===== config.mk =====
export PLATFORM = sky130hd
export DESIGN_NAME = calc_exec_ctrl
export DESIGN_NICKNAME = d
export VERILOG_FILES = /design/src/rtl/calc_exec_ctrl_pkg.sv /design/src/rtl/calc_exec_ctrl_digit_accum.sv /design/src/rtl/calc_exec_ctrl.sv
export SDC_FILE = /design/constraint.sdc
export NUM_CORES = 1
export LEC_CHECK = 0
export BUFFER_PORTS_ARGS = -buffer_cell sky130_fd_sc_hd__buf_2
export CAP_MARGIN = 20
export CORE_UTILIZATION = 45
export DETAILED_ROUTE_END_ITERATION = 8
export PLACE_DENSITY = 0.66
export SLEW_MARGIN = 20
export SYNTH_ARGS = -nofsm -noshare
export SYNTH_HDL_FRONTEND = slang
export SYNTH_SLANG_ARGS = --single-unit

===== constraint.sdc =====
create_clock -name CLK -period 11.86 [get_ports CLK]
set_clock_uncertainty 0.15 [all_clocks]
set_input_delay 1.779 -clock CLK [delete_from_list [all_inputs] [get_ports CLK]]
set_output_delay 1.779 -clock CLK [all_outputs]
set_load 0.005 [all_outputs]

===== src/rtl/calc_exec_ctrl_pkg.sv =====
// Shared codes for the calculator sequencer: broadcast state codes, opcodes,
// key types, error codes and the internal FSM encoding.
package calc_exec_ctrl_pkg;

  // Broadcast state codes seen by the arithmetic units
  localparam logic [2:0] ST_IDLE  = 3'd0;
  localparam logic [2:0] ST_ENTA  = 3'd1;
  localparam logic [2:0] ST_ENTB  = 3'd2;
  localparam logic [2:0] ST_EXECB = 3'd3;
  localparam logic [2:0] ST_SHOW  = 3'd4;
  localparam logic [2:0] ST_ERR   = 3'd5;

  // Opcodes
  localparam logic [3:0] OP_ADD = 4'd0;
  localparam logic [3:0] OP_SUB = 4'd1;
  localparam logic [3:0] OP_MUL = 4'd2;
  localparam logic [3:0] OP_DIV = 4'd3;
  localparam logic [3:0] OP_POW = 4'd4;

  // Key types and the sign-toggle digit code
  localparam logic [1:0] KEY_DIGIT = 2'd0;
  localparam logic [1:0] KEY_OP    = 2'd1;
  localparam logic [1:0] KEY_EQ    = 2'd2;
  localparam logic [1:0] KEY_CLR   = 2'd3;
  localparam logic [3:0] KEY_NEG   = 4'd10;

  // Error codes
  localparam logic [1:0] ERR_NONE  = 2'd0;
  localparam logic [1:0] ERR_UNIT  = 2'd1;
  localparam logic [1:0] ERR_TMO   = 2'd2;
  localparam logic [1:0] ERR_CHAIN = 2'd3;

  typedef enum logic [2:0] {
    FsmIdle, FsmEntA, FsmEntB, FsmArm, FsmExec, FsmShow, FsmErr
  } fsm_e;

  // ARM is reported as ENTB: operands are still frozen, execution not yet started
  function automatic logic [2:0] state_code(input fsm_e s);
    case (s)
      FsmEntA: return ST_ENTA;
      FsmEntB: return ST_ENTB;
      FsmArm:  return ST_ENTB;
      FsmExec: return ST_EXECB;
      FsmShow: return ST_SHOW;
      FsmErr:  return ST_ERR;
      default: return ST_IDLE;
    endcase
  endfunction

endpackage


===== src/rtl/calc_exec_ctrl_digit_accum.sv =====
// Combinational operand entry step: appends a decimal digit (away from zero)
// or toggles the sign. ovf_o flags a key that must be dropped.
module calc_digit_accum
  import calc_exec_ctrl_pkg::*;
#(
  parameter int unsigned N = 16
) (
  input  logic [N-1:0] cur_i,
  input  logic [3:0]   key_i,
  output logic [N-1:0] nxt_o,
  output logic         ovf_o
);

  logic [N+4:0] cur_w;
  logic [N+4:0] dig_w;
  logic [N+4:0] wide;

  // Compute cur*10 +/- d with 5 guard bits, then range-check back to N bits
  always_comb begin
    cur_w = {{5{cur_i[N-1]}}, cur_i};
    dig_w = {{(N+1){1'b0}}, key_i};
    if (cur_i[N-1]) begin
      wide = (cur_w << 3) + (cur_w << 1) - dig_w;
    end else begin
      wide = (cur_w << 3) + (cur_w << 1) + dig_w;
    end
    nxt_o = wide[N-1:0];
    ovf_o = (wide[N+4:N-1] != {6{wide[N-1]}});
    if (key_i == KEY_NEG) begin
      nxt_o = -cur_i;
      ovf_o = (cur_i == {1'b1, {(N-1){1'b0}}});
    end else if (key_i > 4'd9) begin
      nxt_o = cur_i;
      ovf_o = 1'b1;
    end
  end

endmodule


===== src/rtl/calc_exec_ctrl.sv =====
// Calculator top-level sequencer: keypad entry, unit arm/execute with watchdog,
// result/error latching and result chaining.
module calc_exec_ctrl
  import calc_exec_ctrl_pkg::*;
#(
  parameter int unsigned N       = 16,
  parameter int unsigned M       = 24,
  parameter int unsigned TMO_CYC = 1024
) (
  input  logic         CLK,
  input  logic         RST,
  input  logic         key_valid,
  input  logic [1:0]   key_type,
  input  logic [3:0]   key_data,
  input  logic         unit_done,
  input  logic         unit_error,
  input  logic [M-1:0] unit_result,
  output logic [2:0]   state,
  output logic [3:0]   opcode,
  output logic [N-1:0] a,
  output logic [N-1:0] b,
  output logic         unit_clr,
  output logic         busy,
  output logic [M-1:0] result,
  output logic         result_valid,
  output logic         err_flag,
  output logic [1:0]   err_code
);

  localparam int unsigned CW = $clog2(TMO_CYC + 1);

  fsm_e           fsm_q, fsm_d;
  logic [2:0]     state_q, state_d;
  logic [3:0]     opcode_q, opcode_d;
  logic [N-1:0]   a_q, a_d, b_q, b_d;
  logic [M-1:0]   result_q, result_d;
  logic [1:0]     err_code_q, err_code_d;
  logic           unit_clr_q, unit_clr_d;
  logic [CW-1:0]  cnt_q, cnt_d;

  logic [N-1:0]   acc_cur, acc_nxt;
  logic           acc_ovf;
  logic           key_dig, key_op, key_eq, key_clr;
  logic           res_fits;

  // Fresh entries (IDLE, SHOW) start from zero; otherwise extend the live operand
  assign acc_cur = (fsm_q == FsmEntA) ? a_q : ((fsm_q == FsmEntB) ? b_q : '0);

  calc_digit_accum #(.N(N)) u_accum (
    .cur_i (acc_cur),
    .key_i (key_data),
    .nxt_o (acc_nxt),
    .ovf_o (acc_ovf)
  );

  // Next-state, operand and error logic
  always_comb begin
    fsm_d      = fsm_q;
    opcode_d   = opcode_q;
    a_d        = a_q;
    b_d        = b_q;
    result_d   = result_q;
    err_code_d = err_code_q;
    cnt_d      = cnt_q;
    unit_clr_d = 1'b0;

    key_dig  = key_valid && (key_type == KEY_DIGIT) && !acc_ovf;
    key_op   = key_valid && (key_type == KEY_OP);
    key_eq   = key_valid && (key_type == KEY_EQ);
    key_clr  = key_valid && (key_type == KEY_CLR);
    res_fits = (result_q[M-1:N-1] == {(M-N+1){result_q[N-1]}});

    if (key_clr) begin
      fsm_d      = FsmIdle;
      opcode_d   = '0;
      a_d        = '0;
      b_d        = '0;
      result_d   = '0;
      err_code_d = ERR_NONE;
      cnt_d      = '0;
      // Abort mid-operation: the unit must be cleared as well
      unit_clr_d = (fsm_q == FsmArm) || (fsm_q == FsmExec);
    end else begin
      case (fsm_q)
        FsmIdle: begin
          if (key_dig) begin
            a_d   = acc_nxt;
            fsm_d = FsmEntA;
          end else if (key_op) begin
            opcode_d = key_data;
            a_d      = '0;
            b_d      = '0;
            fsm_d    = FsmEntB;
          end
        end
        FsmEntA: begin
          if (key_dig) begin
            a_d = acc_nxt;
          end else if (key_op) begin
            opcode_d = key_data;
            b_d      = '0;
            fsm_d    = FsmEntB;
          end
        end
        FsmEntB: begin
          if (key_dig) begin
            b_d = acc_nxt;
          end else if (key_op) begin
            opcode_d = key_data;
          end else if (key_eq) begin
            unit_clr_d = 1'b1;
            fsm_d      = FsmArm;
          end
        end
        FsmArm: begin
          cnt_d = '0;
          fsm_d = FsmExec;
        end
        FsmExec: begin
          // A done in the timeout cycle still counts as success
          if (unit_done) begin
            if (unit_error) begin
              err_code_d = ERR_UNIT;
              fsm_d      = FsmErr;
            end else begin
              result_d = unit_result;
              fsm_d    = FsmShow;
            end
          end else if (cnt_q == CW'(TMO_CYC - 1)) begin
            err_code_d = ERR_TMO;
            unit_clr_d = 1'b1;
            fsm_d      = FsmErr;
          end else begin
            cnt_d = cnt_q + 1'b1;
          end
        end
        FsmShow: begin
          if (key_dig) begin
            a_d   = acc_nxt;
            fsm_d = FsmEntA;
          end else if (key_op || key_eq) begin
            if (!res_fits) begin
              err_code_d = ERR_CHAIN;
              fsm_d      = FsmErr;
            end else if (key_op) begin
              a_d      = result_q[N-1:0];
              opcode_d = key_data;
              b_d      = '0;
              fsm_d    = FsmEntB;
            end else begin
              a_d        = result_q[N-1:0];
              unit_clr_d = 1'b1;
              fsm_d      = FsmArm;
            end
          end
        end
        FsmErr: ;
        default: fsm_d = FsmIdle;
      endcase
    end

    state_d = state_code(fsm_d);
  end

  // State and datapath registers
  always_ff @(posedge CLK or posedge RST) begin
    if (RST) begin
      fsm_q      <= FsmIdle;
      state_q    <= ST_IDLE;
      opcode_q   <= '0;
      a_q        <= '0;
      b_q        <= '0;
      result_q   <= '0;
      err_code_q <= ERR_NONE;
      unit_clr_q <= 1'b0;
      cnt_q      <= '0;
    end else begin
      fsm_q      <= fsm_d;
      state_q    <= state_d;
      opcode_q   <= opcode_d;
      a_q        <= a_d;
      b_q        <= b_d;
      result_q   <= result_d;
      err_code_q <= err_code_d;
      unit_clr_q <= unit_clr_d;
      cnt_q      <= cnt_d;
    end
  end

  assign state        = state_q;
  assign opcode       = opcode_q;
  assign a            = a_q;
  assign b            = b_q;
  assign result       = result_q;
  assign err_code     = err_code_q;
  assign unit_clr     = unit_clr_q;
  assign busy         = (fsm_q == FsmArm) || (fsm_q == FsmExec);
  assign result_valid = (fsm_q == FsmShow);
  assign err_flag     = (fsm_q == FsmErr);

endmodule


==> impl_metrics.csv, run 1 <==
group,metric,value,unit
power_and_ir_drop,max-vdd-ir-drop,0.0001011,V
critical_path,critPathArrivalTime,7.01,ns
yosys,synthArstFlopShare,100.0,%
yosys,synth.distinct_cells,70,
route,wire_per_inst,16.86,um
critical_path,r2r_setup_slack,4.96,ns
worst_hold_path,holdPathStages,2,
placement,gp_congestion,0.9100,
sta,tns,0,ns
route,drt_drc_violations_left,0,
floorplanning,die-width,121.4,um
placement,port_buffers,103,
critical_path,crit_family,"simple AND/OR/NAND/NOR gates",
sta,timing.hold.ws,0.3309,ns
yosys,ys.flop_type,"dfrtp_1",
cts,htree_num_levels,3,
sta,min_period_over_period,58.21,%
critical_path,cp.depth,18,
final_layout,seq_area,2002,sq um
cts,cts_setup_buffers,0,
yosys,synth_top_area_share,31.20,%
sta,slew_headroom,31.10,%
cts,cts_tree,"done",
global_route,antenna_found_initial,0,
global_route,grtUsageTotal,25.13,%
yosys,synth_edf_count,0,
critical_path,rr_worst_depth,18,
cts,clkTransAtPathRegs,0.06,ns
flow_run,drv_cap,0,
route,ant_nets,0,
route,viasPerCell,5.814,
cts,hold_buffers,0,
power_and_ir_drop,p_int,935.6,uW
critical_path,critPathMostFrequentCell,"buf_4",
critical_path,crit_path_top_delay_cell,"nor2b_1",
power_and_ir_drop,switchingPower,735.8,uW
yosys,yosysWarnings,0,
route,first_iter_violations,444,
cts,root_buffer,"clkbuf_16",
power_and_ir_drop,pwr-share-clk,19.4,%
critical_path,path_buf_inv,2,
power_and_ir_drop,power_density,224.7,nW/um^2
yosys,synth.area.top_cells,"dfrtp_1 (31%), nand2_1 (7.6%), a21oi_1 (5.7%), ha_1 (4.7%), xnor2_1 (3.3%)",
yosys,synth_seq_cells,80,
critical_path,worstPathRequired,11.96,ns
final_layout,multi_input_area,4151,sq um
route,dr_total_vias,6111,
yosys,syn_nets,844,
cts,cts_buffers,9,
critical_path,cpPeakStageDelay,0.80,ns
critical_path,path_max_fanout,35,
floorplanning,rows,43,
yosys,post-synth-top-count-cell,"nand2_1",
final_layout,antenna_cells,0,
sta,final_max_slew_viol_count,0,
final_layout,layout-drive-gt1-share,18.03,%
sta,rsz0062_at_grt,"no",
critical_path,criticalPathCategory,"register to register",
final_layout,finalNetCount,928,
global_route,grt_max_degree,81,
sta,setup_violations,0,
power_and_ir_drop,p_seq_share,26.1,%
power_and_ir_drop,combPwrFrac,54.4,%
yosys,avgSynthCellArea,8.206,sq um
floorplanning,top_level_ports,104,
yosys,netlist_instances,782,
sta,max_freq,144.8,MHz
global_route,grt_pass1_vias,5714,
floorplanning,core_area,13880,sq um
floorplanning,chipHeight,121.4,um
yosys,netlist_top_cells_count,"nand2_1 (130), dfrtp_1 (80), a21oi_1 (73), nor2_1 (52), o21ai_0 (41)",
yosys,netlist_area,6417,sq um
floorplanning,initial_core_util,46.23,%
cts,cts_resized,0,
critical_path,crit_chain,"nor2b_1, a22oi_1, nor2_1, ha_1, fa_1, or3_1, or3b_1, nor3b_1, nor4b_2, nand4_1, a2bb2oi_1, xnor2_1, or4_1, and2_1, buf_4, a2111oi_4, buf_4, mux2i_1",
global_route,grt_first_pass_wirelength,29.56,mm
status,outcome,"completed",
yosys,ys_seq_area_share,31.20,%
route,dr.pass1.iters,5,
yosys,yosysTopAreaCell,"dfrtp_1",
cts,insertion_delay,0.33,ns
power_and_ir_drop,p_leak,3.327,nW
worst_hold_path,min_path_type,"register to register",
sta,period_minus_slack,6.904,ns
placement,dp_hpwl,13.37,mm
final_layout,nFillCells,1356,
critical_path,cp-end-kind,"register",
cts,cts.path.max_buffers,2,
cts,cts_sinks,80,
critical_path,startpoint_type,"register",
route,totalWireLength,17.72,mm
sta,worst_pin_slew,1.030,ns
floorplanning,dieArea,14740,sq um
power_and_ir_drop,switching_share,44.02,%
sta,hold_viol_final,0,
final_layout,area_growth,15.89,%
global_route,grt_overflow_total,0,
sequential cells by signal, summed over array words and instances, names as in the netlist:
name,flops
opcode,4
unit_clr,1
b,16
state,3
result,24
a,16
cnt_q,11
err_code,2
fsm_q,3
worst paths after layout:
kind	from	endpoint
setup reg to reg	fsm_q[0]$_DFF_PP0_	b[12]$_DFFE_PP0P_
setup / recovery	fsm_q[0]$_DFF_PP0_	b[12]$_DFFE_PP0P_
hold reg to reg	opcode[2]$_DFFE_PP0P_	opcode[2]$_DFFE_PP0P_
min in group asynchronous	RST	err_code[1]$_DFFE_PP0P_
hold / removal	opcode[2]$_DFFE_PP0P_	opcode[2]$_DFFE_PP0P_
max in group asynchronous	RST	b[13]$_DFFE_PP0P_
final cells by class:
type                            instances  share of cell area (%)
Inverter                               23                   1.178
Multi-Input combinational cell        636                   55.82
Clock inverter                          6                   1.548
Timing Repair Buffer                  116                   8.294
Clock buffer                           10                   3.213
Tap cell                              180                   3.028
Sequential cell                        80                   26.92
metal layers:
| layer | vias to the layer above | share of wire, % | track usage (%) |
|---|---|---|---|
| met5 | - | 0 | 0 |
| li1 | 3010 | - | - |
| met3 | 11 | 3.4 | 3.336 |
| met4 | 0 | 0.87 | 5.015 |
| met1 | 2959 | 47 | 34.28 |
| met2 | 131 | 49 | 42.33 |
cell families after synthesis:
| group | count (synthesis) | synth area share [%] |
|---|---|---|
| xor+xnor | 45 | 6.610 |
| compound gates | 247 | 27.04 |
| flops | 80 | 31.20 |
| simple gates | 299 | 22.34 |
| mux | 18 | 2.827 |
| fa+ha+maj | 27 | 5.615 |
| buf+inv | 66 | 4.367 |
worst reg2reg max path: cells and delay by family (launching register included):
kind | cells | cell delay [ns]
AOI/OAI and AO/OA | 3 | 0.75
and+or+nand+nor | 9 | 3.53
buffers and inverters | 2 | 0.58
DFF | 1 | 0.61
muxes | 1 | 0.24
xor gates and xnor gates | 1 | 0.15
adders and majority gates | 2 | 0.81
power by group through the flow:
stage | sequential (mW) | clock [mW] | combinational [mW]
6_report | 0.437 | 0.324 | 0.910
5_1_grt | 0.447 | 0.343 | 1.01
4_1_cts | 0.435 | 0.330 | 0.904
3_5_place_dp | 0.440 | 0 | 0.898
3_3_place_gp | 0.440 | 0 | 0.891
2_1_floorplan | 0.419 | 0 | 0.658
metrics by stage:
step,worst slack [ns],area (sq um),utilization (%),instances,power (mW)
final,4.956,7437,53.58,1051,1.671
after global routing,4.458,7437,53.58,1051,1.799
after CTS,5.008,7426,53.50,1051,1.670
after detailed placement,5.062,7072,50.95,1035,1.337
after global placement,5.241,7072,50.95,1035,1.330
after floorplan,5.762,6417,-,782,1.077
placed cells by master, fill, tap and decap left out, drive strengths merged, types with 10 or more instances in the layout:
| master | count |
|---|---|
| nand2 | 130 |
| dfrtp | 80 |
| a21boi | 18 |
| inv | 23 |
| nor3 | 20 |
| o211ai | 10 |
| mux2i | 17 |
| buf | 116 |
| xor2 | 20 |
| a21o | 15 |
| nor2b | 15 |
| o32a | 16 |
| nand2b | 13 |
| a21oi | 73 |
| a22oi | 12 |
| xnor2 | 25 |
| o21ai | 42 |
| a31oi | 10 |
| clkbuf | 10 |
| nand3 | 16 |
| ha | 24 |
| nor2 | 52 |
(Power assumes the default switching activity.)
==> inputs of run 2 (changes only) <==
- PLACE_DENSITY: 0.66 -> 0.68
- clock period: 11.86 -> 5.7 ns (I/O delays scaled with it)
==> impl_metrics.csv, run 2 (synthesis results as in run 1) <==
group,metric,value,unit
critical_path,critPathArrivalTime,5.55,ns
final_layout,largest_register_ffs,24,
critical_path,reg2reg_from,"fsm_q[1]$_DFF_PP0_",
final_layout,final_common_cell,"nand2_1",
route,totalWireLength,19.14,mm
floorplanning,top_level_ports,104,
critical_path,worstPathRequired,5.81,ns
status,outcome,"completed",
route,ant_nets,0,
cts,cts_tree,"done",
critical_path,cpPeakStageDelay,0.54,ns
critical_path,path_buf_inv,2,
route,dr_total_vias,6380,
floorplanning,chipHeight,121.4,um
route,drt_drc_violations_left,0,
flow_run,drv_cap,0,
power_and_ir_drop,power.total,3.613,mW
cts,htree_num_levels,3,
critical_path,crit_family,"simple AND/OR/NAND/NOR gates",
placement,port_buffers,103,
final_layout,finalNetCount,964,
final_layout,antenna_cells,0,
floorplanning,rows,43,
worst_hold_path,hp-start,"opcode[2]$_DFFE_PP0P_",
worst_hold_path,holdPathStages,2,
critical_path,r2r_setup_slack,0.26,ns
sta,min_period_over_period,95.44,%
final_layout,final_cell_mix,"nand2_1 (130), buf_2 (103), dfrtp_1 (78)",
placement,gp_congestion,0.9274,
sta,setup_violations,0,
power_and_ir_drop,power_density,466.7,nW/um^2
final_layout,area_growth,20.63,%
floorplanning,dieArea,14740,sq um
cts,root_buffer,"clkbuf_16",
worst_hold_path,min_path_type,"register to register",
cts,clkTransAtPathRegs,0.06,ns
cts,cts_sinks,80,
route,dr.pass1.iters,5,
placement,pre_cts_slack,0.005169,ns
sta,worst_pin_slew,1.101,ns
critical_path,startpoint_type,"register",
power_and_ir_drop,p_leak,3.513,nW
global_route,grt_pass1_vias,5850,
critical_path,cp-end-kind,"register",
critical_path,rr_worst_depth,18,
sta,worst_slack,0.2599,ns
floorplanning,initial_core_util,46.23,%
cts,hold_buffers,0,
critical_path,crit_path_top_delay_cell,"or4_1",
sta,slew_headroom,26.63,%
critical_path,crit_chain,"nand2b_2, buf_4, o32ai_4, ha_1, a21o_1, a21oi_1, xnor2_1, nor3_1, nand2_1, nor4_2, and3_1, a22oi_1, xor2_1, or4_1, and2_2, a2111oi_4, buf_6, mux2i_1",
cts,cts_buffers,9,
global_route,antenna_found_initial,0,
global_route,grtUsageTotal,26.57,%
route,first_iter_violations,482,
cts,cts.path.max_buffers,2,
sta,period_minus_slack,5.440,ns
global_route,grt_overflow_total,0,
sta,max_freq,183.8,MHz
global_route,grt_first_pass_wirelength,30.45,mm
sta,hold_viol_final,0,
global_route,grt_max_degree,81,
worst_hold_path,whs_endpoint,"opcode[2]$_DFFE_PP0P_",
critical_path,rr_endpoint,"b[13]$_DFFE_PP0P_",
floorplanning,die-width,121.4,um
critical_path,path_max_fanout,10,
floorplanning,core_area,13880,sq um
final_layout,layout-drive-gt1-share,22.49,%
route,wire_per_inst,17.61,um
critical_path,criticalPathCategory,"register to register",
sta,timing.hold.ws,0.3307,ns
sta,final_max_slew_viol_count,0,
power_and_ir_drop,max-vdd-ir-drop,0.0002377,V
cts,insertion_delay,0.35,ns
placement,dp_hpwl,14.65,mm
route,viasPerCell,5.869,
-- run 2: final cells by class --
cell class / instances / area, sq um
flip-flops and latches: 80 / 2004
inverters: 23 / 87.58
well taps: 180 / 225.2
multi-input cells: 636 / 4208
repair buffers: 152 / 894.6
clock buffers: 11 / 242.7
fillers: 1338 / 6140
clock inverters: 5 / 78.83
-- run 2: what timing repair did --
action / CTS / global route
cloned: 0 / 0
buffers inserted: 0 / 3
endpoints found under the setup margin: 16 / 36
gates resized for setup: 2 / 13
pin swaps: 0 / 2
-- run 2: worst register-to-register path: stages, from the launching register on --
cell,delay (ns)
dfrtp_1,0.45
nand2b_2,0.32
buf_4,0.20
o32ai_4,0.28
ha_1,0.31
a21o_1,0.16
a21oi_1,0.32
xnor2_1,0.19
nor3_1,0.30
nand2_1,0.17
nor4_2,0.39
and3_1,0.25
a22oi_1,0.10
xor2_1,0.16
or4_1,0.54
and2_2,0.27
a2111oi_4,0.37
buf_6,0.21
mux2i_1,0.22
-- run 2: report_power, final --
| part | total [mW] | internal, mW | leakage, nW | switching [mW] |
|---|---|---|---|---|
| logic | 2.05 | 0.877 | 2.29 | 1.17 |
| clock network | 0.631 | 0.396 | 0.160 | 0.235 |
| registers | 0.934 | 0.739 | 1.07 | 0.195 |
| total | 3.61 | 2.01 | 3.51 | 1.60 |
-- run 2: metal layers --
| metal | routed length, um | global-route usage, % |
|---|---|---|
| met5 | 0 | 0 |
| met4 | 218 | 5.864 |
| met1 | 8806 | 37.76 |
| met3 | 1323 | 5.216 |
| met2 | 8795 | 41.44 |
-- run 2: how the worst max path moves through the flow --
| stage | start | end | cells past startpoint |
|---|---|---|---|
| after global routing | fsm_q[1]$_DFF_PP0_ | b[1]$_DFFE_PP0P_ | 18 |
| after detailed placement | fsm_q[0]$_DFF_PP0_ | a[13]$_DFFE_PP0P_ | 17 |
| after floorplan | fsm_q[2]$_DFF_PP0_ | b[3]$_DFFE_PP0P_ | 20 |
| after CTS | fsm_q[0]$_DFF_PP0_ | a[13]$_DFFE_PP0P_ | 18 |
| final | fsm_q[1]$_DFF_PP0_ | b[13]$_DFFE_PP0P_ | 18 |
| after global placement | fsm_q[0]$_DFF_PP0_ | a[2]$_DFFE_PP0P_ | 17 |
-- run 2: through the flow --
| stage | util, % | std cells | setup TNS [ns] | instance area (sq um) |
|---|---|---|---|---|
| 3_5_place_dp | 52.79 | 1067 | 0 | 7327 |
| 3_3_place_gp | 52.79 | 1067 | 0 | 7327 |
| 5_1_grt | 55.77 | 1087 | -0.0001563 | 7741 |
| 6_report | 55.77 | 1087 | 0 | 7741 |
| 2_1_floorplan | - | 782 | 0 | 6442 |
| 4_1_cts | 55.14 | 1083 | 0 | 7654 |
==> inputs of run 3 (changes only) <==
- CELL_PAD_IN_SITES_DETAIL_PLACEMENT: default -> 1
- CELL_PAD_IN_SITES_GLOBAL_PLACEMENT: default -> 2
- CORE_UTILIZATION: 45 -> 31
- PLACE_DENSITY: 0.68 -> default
- PLACE_DENSITY_LB_ADDON: default -> 0.1
==> impl_metrics.csv, run 3 (synthesis results as in run 1) <==
group,metric,value,unit
status,outcome,"completed",
sta,min_period_over_period,95.80,%
route,viasPerCell,5.384,
route,ant_nets,0,
final_layout,final_util,39.81,%
cts,cts_sinks,80,
sta,period_minus_slack,5.461,ns
cts,htree_num_levels,3,
worst_hold_path,min_path_type,"register to register",
critical_path,worstPathRequired,5.80,ns
global_route,grt_overflow_total,0,
global_route,grt_max_degree,81,
critical_path,critPathArrivalTime,5.56,ns
critical_path,reg2reg_from,"fsm_q[0]$_DFF_PP0_",
sta,setup_violations,0,
route,drt_drc_violations_left,0,
power_and_ir_drop,power.total,3.734,mW
placement,port_buffers,103,
cts,cts_buffers,9,
floorplanning,initial_core_util,31.72,%
final_layout,finalNetCount,967,
sta,hold_viol_final,0,
route,dr.pass1.iters,4,
placement,dp_cells,1156,
final_layout,fin_cells,1180,
route,wire_per_inst,18.98,um
route,dr_total_vias,6353,
cts,cts.path.max_buffers,2,
critical_path,cp-end-kind,"register",
floorplanning,chipHeight,145.9,um
power_and_ir_drop,power_density,463.5,nW/um^2
critical_path,worstSetupEndpoint,"b[1]$_DFFE_PP0P_",
route,first_iter_violations,250,
floorplanning,die-width,145.9,um
floorplanning,top_level_ports,104,
critical_path,rr_endpoint,"b[1]$_DFFE_PP0P_",
floorplanning,core_area,20230,sq um
placement,place_area,7463,sq um
final_layout,largest_register_ffs,24,
critical_path,startpoint,"fsm_q[0]$_DFF_PP0_",
critical_path,critPathMostFrequentCell,"buf_4",
critical_path,crit_chain,"buf_4, nor2b_1, buf_6, a22oi_2, nor2_2, ha_2, fa_1, or3_1, or3b_1, nor3b_2, nor4b_4, and4_1, o21a_1, o2111ai_1, or4_4, and2_4, a2111oi_4, buf_4, buf_12, mux2i_1",
placement,gp_congestion,0.8734,
final_layout,antenna_cells,0,
critical_path,r2r_setup_slack,0.24,ns
critical_path,crit_family,"simple AND/OR/NAND/NOR gates",
sta,slew_headroom,48.98,%
power_and_ir_drop,p_leak,3.572,nW
critical_path,cpPeakStageDelay,0.49,ns
route,totalWireLength,22.40,mm
flow_run,drv_cap,0,
floorplanning,dieArea,21280,sq um
critical_path,path_max_fanout,12,
final_layout,fin_area,8055,sq um
power_and_ir_drop,max-vdd-ir-drop,0.0001714,V
sta,worst_pin_slew,0.7574,ns
critical_path,rr_worst_depth,20,
critical_path,crit_path_top_delay_cell,"or4_4",
critical_path,path_buf_inv,4,
floorplanning,rows,52,
critical_path,cp.depth,20,
cts,insertion_delay,0.34,ns
sta,final_max_slew_viol_count,0,
final_layout,final_common_cell,"nand2_1",
placement,dp_hpwl,17.35,mm
global_route,grt_first_pass_wirelength,35.97,mm
sta,max_freq,183.1,MHz
sta,timing.hold.ws,0.3490,ns
cts,cts_tree,"done",
global_route,antenna_found_initial,0,
final_layout,final_cell_mix,"nand2_1 (130), buf_2 (103), dfrtp_1 (80)",
critical_path,criticalPathCategory,"register to register",
critical_path,startpoint_type,"register",
cts,root_buffer,"clkbuf_16",
global_route,grt_pass1_vias,6557,
final_layout,layout-drive-gt1-share,24.84,%
global_route,grtUsageTotal,21.23,%
cts,clkTransAtPathRegs,0.06,ns
final_layout,area_growth,25.52,%
run 3: what timing repair did:
action / in CTS / in global routing
cloned: 0 / 2
buffers inserted: 1 / 3
resized for setup: 3 / 32
pin swaps: 0 / 8
hold buffers: 0 / 0
setup endpoints to repair: 19 / 37
run 3: worst min-delay path by stage:
| stage | start | end | slack (ns) | cells past startpoint |
|---|---|---|---|---|
| finish | opcode[3]$_DFFE_PP0P_ | opcode[3]$_DFFE_PP0P_ | 0.35 | 2 |
| global route | opcode[3]$_DFFE_PP0P_ | opcode[3]$_DFFE_PP0P_ | 0.39 | 2 |
| CTS | opcode[2]$_DFFE_PP0P_ | opcode[2]$_DFFE_PP0P_ | 0.36 | 2 |
| detailed placement | opcode[2]$_DFFE_PP0P_ | opcode[2]$_DFFE_PP0P_ | 0.35 | 2 |
| global placement | opcode[2]$_DFFE_PP0P_ | opcode[2]$_DFFE_PP0P_ | 0.32 | 2 |
| floorplan | cnt_q[6]$_DFFE_PP0P_ | cnt_q[6]$_DFFE_PP0P_ | 0.32 | 1 |
run 3: area by class of cell:
cell class                 count  area [sq um]
clock inverter                 6         91.34
inverter                      23         87.58
multi-input combinational    637          4342
clock buffer                  10         239.0
timing repair buffer         154         955.9
sequential                    80          2002
fill                        2454         12180
tap                          270         337.8
run 3: worst reg2reg max path, stage by stage, from the launching register on:
cell	delay [ns]
dfrtp_1	0.39
buf_4	0.17
nor2b_1	0.14
buf_6	0.18
a22oi_2	0.09
nor2_2	0.13
ha_2	0.22
fa_1	0.44
or3_1	0.42
or3b_1	0.41
nor3b_2	0.25
nor4b_4	0.27
and4_1	0.25
o21a_1	0.16
o2111ai_1	0.11
or4_4	0.49
and2_4	0.19
a2111oi_4	0.34
buf_4	0.21
buf_12	0.14
mux2i_1	0.21
run 3: power by group:
part | switching (mW) | internal (mW) | total (mW)
registers | 0.163 | 0.739 | 0.902
logic | 1.28 | 0.914 | 2.19
clock network | 0.241 | 0.398 | 0.639
total | 1.68 | 2.05 | 3.73
run 3: through the flow:
step,TNS (ns),setup WS (ns)
after detailed placement,-0.2801,-0.05089
after floorplan,0,0.02265
after CTS,0,0.001868
after global routing,-0.2136,-0.04065
after global placement,0,0.1207
final,0,0.2395
run 3: per-layer routing:
metal  wire length, um  global-route usage [%]
met3               558                   3.229
met2             11410                   38.21
met4               249                   4.579
met5                 0                       0
met1             10180                   26.61
